File: src/rtl/ef_apb_initiator.sv
// rtl/ef_apb_initiator.sv - single-outstanding APB requester with a command/response handshake.
// Optional ACCESS-phase abort counter enabled by EF_APB_INITIATOR_TIMEOUT_EN.
module ef_apb_initiator #(
  parameter int TIMEOUT_CYCLES = 16
) (
  input  logic        PCLK,
  input  logic        PRESETn,
  input  logic        cmd_valid,
  output logic        cmd_ready,
  input  logic        cmd_write,
  input  logic [31:0] cmd_addr,
  input  logic [31:0] cmd_wdata,
  output logic        rsp_valid,
  input  logic        rsp_ready,
  output logic [31:0] rsp_rdata,
  output logic        rsp_timeout,
  output logic [31:0] PADDR,
  output logic        PWRITE,
  output logic        PSEL,
  output logic        PENABLE,
  output logic [31:0] PWDATA,
  input  logic [31:0] PRDATA,
  input  logic        PREADY,
  output logic        busy
);

  typedef enum logic [1:0] {IDLE, SETUP, ACCESS, RESP} state_t;

  state_t      state_q, state_d;
  logic [31:0] paddr_q, paddr_d;
  logic [31:0] pwdata_q, pwdata_d;
  logic [31:0] rdata_q, rdata_d;
  logic        pwrite_q, pwrite_d;
  logic        expire;

`ifdef EF_APB_INITIATOR_TIMEOUT_EN
  localparam logic [7:0] TO_LIMIT = 8'(TIMEOUT_CYCLES);

  logic [7:0] cnt_q, cnt_d;
  logic       timeout_q, timeout_d;

  // expire fires on the wait cycle that brings the count to the limit.
  always_comb begin
    cnt_d     = cnt_q;
    expire    = 1'b0;
    timeout_d = timeout_q;
    if (state_q == SETUP) begin
      cnt_d = 8'd0;
    end else if (state_q == ACCESS) begin
      if (!PREADY) begin
        cnt_d  = cnt_q + 8'd1;
        expire = (cnt_d == TO_LIMIT);
      end
      timeout_d = !PREADY && expire;
    end
  end

  always_ff @(posedge PCLK or negedge PRESETn) begin
    if (!PRESETn) begin
      cnt_q     <= 8'd0;
      timeout_q <= 1'b0;
    end else begin
      cnt_q     <= cnt_d;
      timeout_q <= timeout_d;
    end
  end

  assign rsp_timeout = timeout_q;
`else
  logic unused_timeout_param;
  assign unused_timeout_param = (TIMEOUT_CYCLES != 0);
  assign expire               = 1'b0;
  assign rsp_timeout          = 1'b0;
`endif

  always_comb begin
    state_d  = state_q;
    paddr_d  = paddr_q;
    pwdata_d = pwdata_q;
    pwrite_d = pwrite_q;
    rdata_d  = rdata_q;
    case (state_q)
      IDLE: begin
        if (cmd_valid) begin
          paddr_d  = cmd_addr;
          pwdata_d = cmd_wdata;
          pwrite_d = cmd_write;
          state_d  = SETUP;
        end
      end
      SETUP:  state_d = ACCESS;
      ACCESS: begin
        if (PREADY) begin
          rdata_d = pwrite_q ? 32'd0 : PRDATA;
          state_d = RESP;
        end else if (expire) begin
          rdata_d = 32'd0;
          state_d = RESP;
        end
      end
      RESP: begin
        if (rsp_ready) state_d = IDLE;
      end
      default: state_d = IDLE;
    endcase
  end

  always_ff @(posedge PCLK or negedge PRESETn) begin
    if (!PRESETn) begin
      state_q  <= IDLE;
      paddr_q  <= 32'd0;
      pwdata_q <= 32'd0;
      pwrite_q <= 1'b0;
      rdata_q  <= 32'd0;
    end else begin
      state_q  <= state_d;
      paddr_q  <= paddr_d;
      pwdata_q <= pwdata_d;
      pwrite_q <= pwrite_d;
      rdata_q  <= rdata_d;
    end
  end

  // Gated by PRESETn so no command is accepted while reset is held.
  assign cmd_ready = (state_q == IDLE) && PRESETn;
  assign PSEL      = (state_q == SETUP) || (state_q == ACCESS);
  assign PENABLE   = (state_q == ACCESS);
  assign rsp_valid = (state_q == RESP);
  assign busy      = (state_q != IDLE);
  assign PADDR     = paddr_q;
  assign PWDATA    = pwdata_q;
  assign PWRITE    = pwrite_q;
  assign rsp_rdata = rdata_q;

endmodule

File: config.mk
export PLATFORM = sky130hd
export DESIGN_NAME = ef_apb_initiator
export DESIGN_NICKNAME = d
export VERILOG_FILES = /design/src/rtl/ef_apb_initiator.sv
export SDC_FILE = /design/constraint.sdc
export NUM_CORES = 1
export LEC_CHECK = 0
export CAP_MARGIN = 20
export CORE_MARGIN = 2
export CORE_UTILIZATION = 41
export CTS_BUF_LIST = sky130_fd_sc_hd__clkbuf_4
export DETAILED_ROUTE_END_ITERATION = 12
export PLACE_DENSITY = 0.83
export SYNTH_ARGS = -nofsm -noshare
export SYNTH_HDL_FRONTEND = slang
export SYNTH_SLANG_ARGS = --single-unit
export TNS_END_PERCENT = 1
File: constraint.sdc
create_clock -name PCLK -period 2.05 [get_ports PCLK]
set_input_delay 0.41 -clock PCLK [delete_from_list [all_inputs] [get_ports PCLK]]
set_output_delay 0.41 -clock PCLK [all_outputs]
set_load 0.05 [all_outputs]
# After elaboration in Yosys (flattened, before gate mapping)
# Cells that the tools add are included.
totals:
  ff_bits: 99
  in_bits: 102
op_classes:
  n_eq_ne: 6
  mux: 5
  n_reduce_logical: 7
op_table:
  columns: ["cell", "count"]
  rows:
  - ["$mux W32", 1]
  - ["$pmux W2 S4", 1]
  - ["$mux W2", 3]
  - ["$eq A2 B2 Y1 const B", 2]
  - ["$ne A2 B1 Y1 const B", 2]
  - ["$reduce_and A2 Y1", 2]
  - ["$reduce_and A3 Y1", 1]
  - ["$eq A2 B1 Y1 const B", 1]
  - ["$logic_not A2 Y1", 1]
  - ["$ne A2 B2 Y1 const B", 1]
  - ["$reduce_bool A2 Y1", 1]
  - ["$logic_and A1 B1 Y1", 1]
  - ["$logic_or A1 B1 Y1", 1]

# Depth between registers and ports, before layout
depth:
  ltp_word: 3
  depth_mapped: 6
  mapped_depth_nobuf: 5

# Least setup slack after synthesis
# No wires, ideal clock.
synth_timing:
  path_type: "reg2reg"
  startpoint: "reg state_q[0]"
  endpoint: "reg state_q[1]"
  setup_time_ns: 0.128
  arrival_time_ns: 1.655
  setup_slack_ns: 0.267
  path_stages_with_launch: 5
  n_path_buf: 0
  synth_period_minus_slack_ns: 1.783
  cell_sequence: "dfrtp_1 -> inv_1 -> ha_1 -> a222oi_1 -> mux2_1"
synth_between:
  elab_chain_len: 3
synth_lines:
  columns: ["item", "line", "text"]
  rows:
  - ["start, declared", "29", "state_t state_q, state_d;"]
  - ["start signal, assigned", "116", "state_q <= state_d;"]
  - ["$eq A2 B2 Y1 (*)", null, null]
  - ["named net PENABLE", "20", "output logic PENABLE,"]
  - ["$ne A2 B1 Y1 (no line)", null, null]
  - ["$reduce_and A3 Y1 (no line)", null, null]
# Mark *: on every way through the listed nets, which the timed path passes. The rest lies on a longest branch.
# A chain may end at the register's enable or synchronous reset.

# Final worst setup path
layout_timing:
  startpoint: "reg pwdata_q[8] (netlist: PWDATA[8])"
  endpoint: "out PWDATA[8]"
layout_rtl:
  columns: ["item", "line", "text"]
  rows:
  - ["start, declared", "31", "logic [31:0] pwdata_q, pwdata_d;"]
  - ["start signal, assigned", "118", "pwdata_q <= pwdata_d;"]
  - ["end, declared", "21", "output logic [31:0] PWDATA,"]
# No word-level cell between the ends.

==> results.rst <==
.. list-table::
   :header-rows: 1

   * - Metric
     - Value
   * - Run status
     - complete, no violations
   * - Summed instance area of the synthesized netlist
     - 3891 sq um
   * - Maximum number of pins on one net before global-route repair
     - 100
   * - Worst clock skew on the final layout
     - 0.01697 ns
   * - Total of warnings raised by yosys
     - 0
   * - Synthesis-stage register bit count
     - 99
   * - Crit path arrival time
     - 1.58 ns
   * - Number of primary I/O pins
     - 205
   * - Share of synthesized cell area in full adder, half adder and majority cells
     - 1.286%
   * - Max_slew headroom
     - 61.37%
   * - Static leakage
     - 3.107 nW
   * - Y dimension of the die
     - 101.4 um
   * - Vias in the first global route
     - 3032
   * - Endpoint of the worst-slack reg-to-reg timing path
     - state_q[1]$_DFFE_PN0P_
   * - Max_cap viols
     - 0
   * - Starting density of the core
     - 42.11%
   * - Drt via density
     - 4.681
   * - TNS Setup
     - 0 ns
   * - Number of clock buffers inserted by TritonCTS
     - 9
   * - Overall via count from detail_route
     - 2968
   * - Synthesized-area fraction occupied by ao, oa, aoi and oai cells
     - 4.373%
   * - Post-synthesis average cell area
     - 13.19 sq um
   * - DRT antenna net count
     - 0
   * - Horizontal die dimension
     - 101.4 um
   * - Transition time at the pin with the least slew margin
     - 0.5795 ns
   * - Clock tree sinks
     - 99
   * - Detailed-route DRC error count
     - 0
   * - Antenna cells
     - 0
   * - Core region area
     - 9240 sq um
   * - Share of post-route cells with drive strength above 1
     - 19.21%
   * - Xor and xnor fraction of the mapped netlist area
     - 0%
   * - Simple-gate share of the synthesized area
     - 8.682%
   * - Final GP Congestion
     - 0.7928
   * - Post-Syn Nets
     - 401
   * - Overall track demand over capacity in global routing
     - 18.81%
   * - Final period util
     - 97.01%
   * - Buffers on Ports
     - 203
   * - Largest family of logic cells by synthesized area
     - multiplexers
   * - Global-route wire length before repair
     - 14.97 mm
   * - Post-route total power
     - 11.64 mW
   * - Setup slack on the worst flop-to-flop path
     - 0.28 ns
   * - CTS clock-pin slew for the worst setup and hold paths
     - 0.16 ns
   * - Total power divided by cell area
     - 1860 nW/um^2
   * - Delay contributed by the slowest stage of the critical path
     - 0.80 ns
   * - Max H-tree Level
     - 3
   * - Layout overhead on the synthesized area
     - 60.74%
   * - Start-to-end type of the worst setup path
     - flip-flop to primary output
   * - Series of cell instances along the critical path
     - clkdlybuf4s50_1
   * - Total count of max-transition violations in the final report
     - 0
   * - Total setup violations reported at the end of the flow
     - 0
   * - Crit path max-delay cell type
     - sky130_fd_sc_hd__clkdlybuf4s50_1
   * - Total number of nets in the final design
     - 606
   * - Buffers and inverters on the worst path
     - 1
   * - Die footprint
     - 10290 sq um
   * - Final-layout fill cell count
     - 729
   * - Cells on worst reg2reg path
     - 4
   * - Worst r2r src
     - state_q[0]$_DFFE_PN0P_
   * - Highest clock rate
     - 502.8 MHz
   * - Clock insertion delay at the later pin of the skew report
     - 0.43 ns
   * - Yosys cell types
     - 16
   * - Class of the tightest hold or removal check
     - primary input to async pin
   * - RSZ-0062 raised after global routing
     - false
   * - Startpoint Class
     - flip-flop
   * - Min Clock Period, post-route
     - 1.989 ns
   * - Syn Inst Count
     - 295
   * - Critical path data required time
     - 1.64 ns
   * - Placed wire-length estimate
     - 7.343 mm
   * - Total number of placement rows
     - 35
   * - Number of violations reported at the end of detailed-routing iteration 0
     - 52
   * - Number of search-and-repair iterations in the first detailed-routing pass
     - 4
   * - Sequential fraction of the synthesis area
     - 63.67%
   * - Worst voltage drop across the vdd grid
     - 0.0009104 V
   * - Hold_buf cts
     - 0
   * - Grt ovf
     - 0
   * - Portion of netlist area occupied by mux cells
     - 19.36%
   * - Number of failing hold endpoints at the final stage
     - 0
   * - CTS tree
     - yes
   * - Per-cell routed wire length
     - 15.50 um
   * - Clk buf depth
     - 2
   * - Highest net fanout along the worst path
     - 2
   * - Clock root cell
     - sky130_fd_sc_hd__clkbuf_4
   * - Top delay family on crit path
     - buffers and inverters
   * - Final Routed Wirelength
     - 9.827 mm
   * - Initial antenna violation count
     - 0
   * - Critical path capture point type
     - primary output
==> state kept, by name (all words and copies together), names as in the netlist <==
register,cells
PADDR,32
PWDATA,32
PWRITE,1
rsp_rdata,32
state_q,2
==> Yosys cell counts (all sizes together) <==
cell    count  area share, %
mux2i       1           0.26
inv         6           0.58
o21ai      32            4.1
ha          4            1.3
nor2        1          0.096
a222oi      1           0.26
conb        1          0.096
dfrtp      99             64
buf         8            1.1
clkbuf      9           0.87
nand2b     32            5.1
and2        1           0.16
nand2      34            3.3
mux2       66             19
==> timing repair <==
item                       CTS  global route
buffers inserted             0             0
gates resized for setup     67            28
pin swaps                    0             0
setup endpoints to repair   67            28
==> layer usage <==
metal	GRT usage [%]	share of wire, %	wire (um)
met4	6.341	1.3	129
met5	0	0	0
met2	33.47	52	5070
met1	21.15	39	3814
met3	6.349	8.3	812
==> how the worst max path moves through the flow <==
stage                                start                      to  cells after the start
global route         PWDATA[8]$_DFFE_PN0P_               PWDATA[8]                      1
floorplan           state_q[0]$_DFFE_PN0P_  state_q[1]$_DFFE_PN0P_                      4
CTS                 PWDATA[27]$_DFFE_PN0P_              PWDATA[27]                      1
finish               PWDATA[8]$_DFFE_PN0P_               PWDATA[8]                      1
detailed placement                  PREADY  state_q[1]$_DFFE_PN0P_                      4
global placement                    PREADY  state_q[1]$_DFFE_PN0P_                      4
==> placed cells by master (no fill, tap or decap), types with 2 or more instances in the layout <==
cell | synthesis | layout
sky130_fd_sc_hd__o21ai_0 | 32 | 32
sky130_fd_sc_hd__nand2b_1 | 32 | 32
sky130_fd_sc_hd__inv_1 | 6 | 6
sky130_fd_sc_hd__ha_1 | 4 | 3
sky130_fd_sc_hd__clkbuf_4 | 0 | 10
sky130_fd_sc_hd__clkdlybuf4s50_1 | 0 | 102
sky130_fd_sc_hd__dlygate4sd2_1 | 0 | 67
sky130_fd_sc_hd__dlymetal6s2s_1 | 0 | 27
sky130_fd_sc_hd__mux2_2 | 65 | 65
sky130_fd_sc_hd__buf_12 | 0 | 6
sky130_fd_sc_hd__clkinv_4 | 0 | 2
sky130_fd_sc_hd__nand2_1 | 34 | 33
sky130_fd_sc_hd__dfrtp_1 | 99 | 99
sky130_fd_sc_hd__buf_4 | 1 | 9
==> cell families after synthesis <==
logic type / after synthesis
muxes: 67
AOI/OAI and AO/OA: 33
adders and majority gates: 4
DFF: 99
and+or+nand+nor: 68
other: 1
buffers and inverters: 23
==> final cells by class <==
cell class / instances / area, sq um / share of cell area [%]
clock buffer: 10 / 75.07 / 1.200
timing repair buffer: 211 / 2133 / 34.11
inverter: 6 / 22.52 / 0.3601
clock inverter: 6 / 65.06 / 1.040
tap: 129 / 161.4 / 2.581
multi-input combinational: 173 / 1320 / 21.10
sequential: 99 / 2477 / 39.61
==> per-stage QoR <==
stage / std cells / utilization (%) / hold slack (ns) / instance area, sq um / worst slack (ns)
floorplan: 295 / - / 0.1144 / 3891 / 0.2670
global placement: 618 / 66.32 / 0.4612 / 6128 / 0.1798
detailed placement: 618 / 66.32 / 0.4706 / 6128 / 0.1252
CTS: 634 / 66.93 / 0.02842 / 6185 / 0.0002042
global route: 634 / 67.69 / 0.03163 / 6255 / 0.001877
finish: 634 / 67.69 / 0.03380 / 6255 / 0.06123
==> where the power goes <==
| part | switching (mW) | total [mW] | internal [mW] |
|---|---|---|---|
| clock | 0.641 | 1.03 | 0.390 |
| sequential | 0.495 | 3.40 | 2.90 |
| combinational | 4.83 | 7.21 | 2.38 |
| total | 5.96 | 11.6 | 5.67 |
No activity file was read; power rests on OpenSTA's default activity.
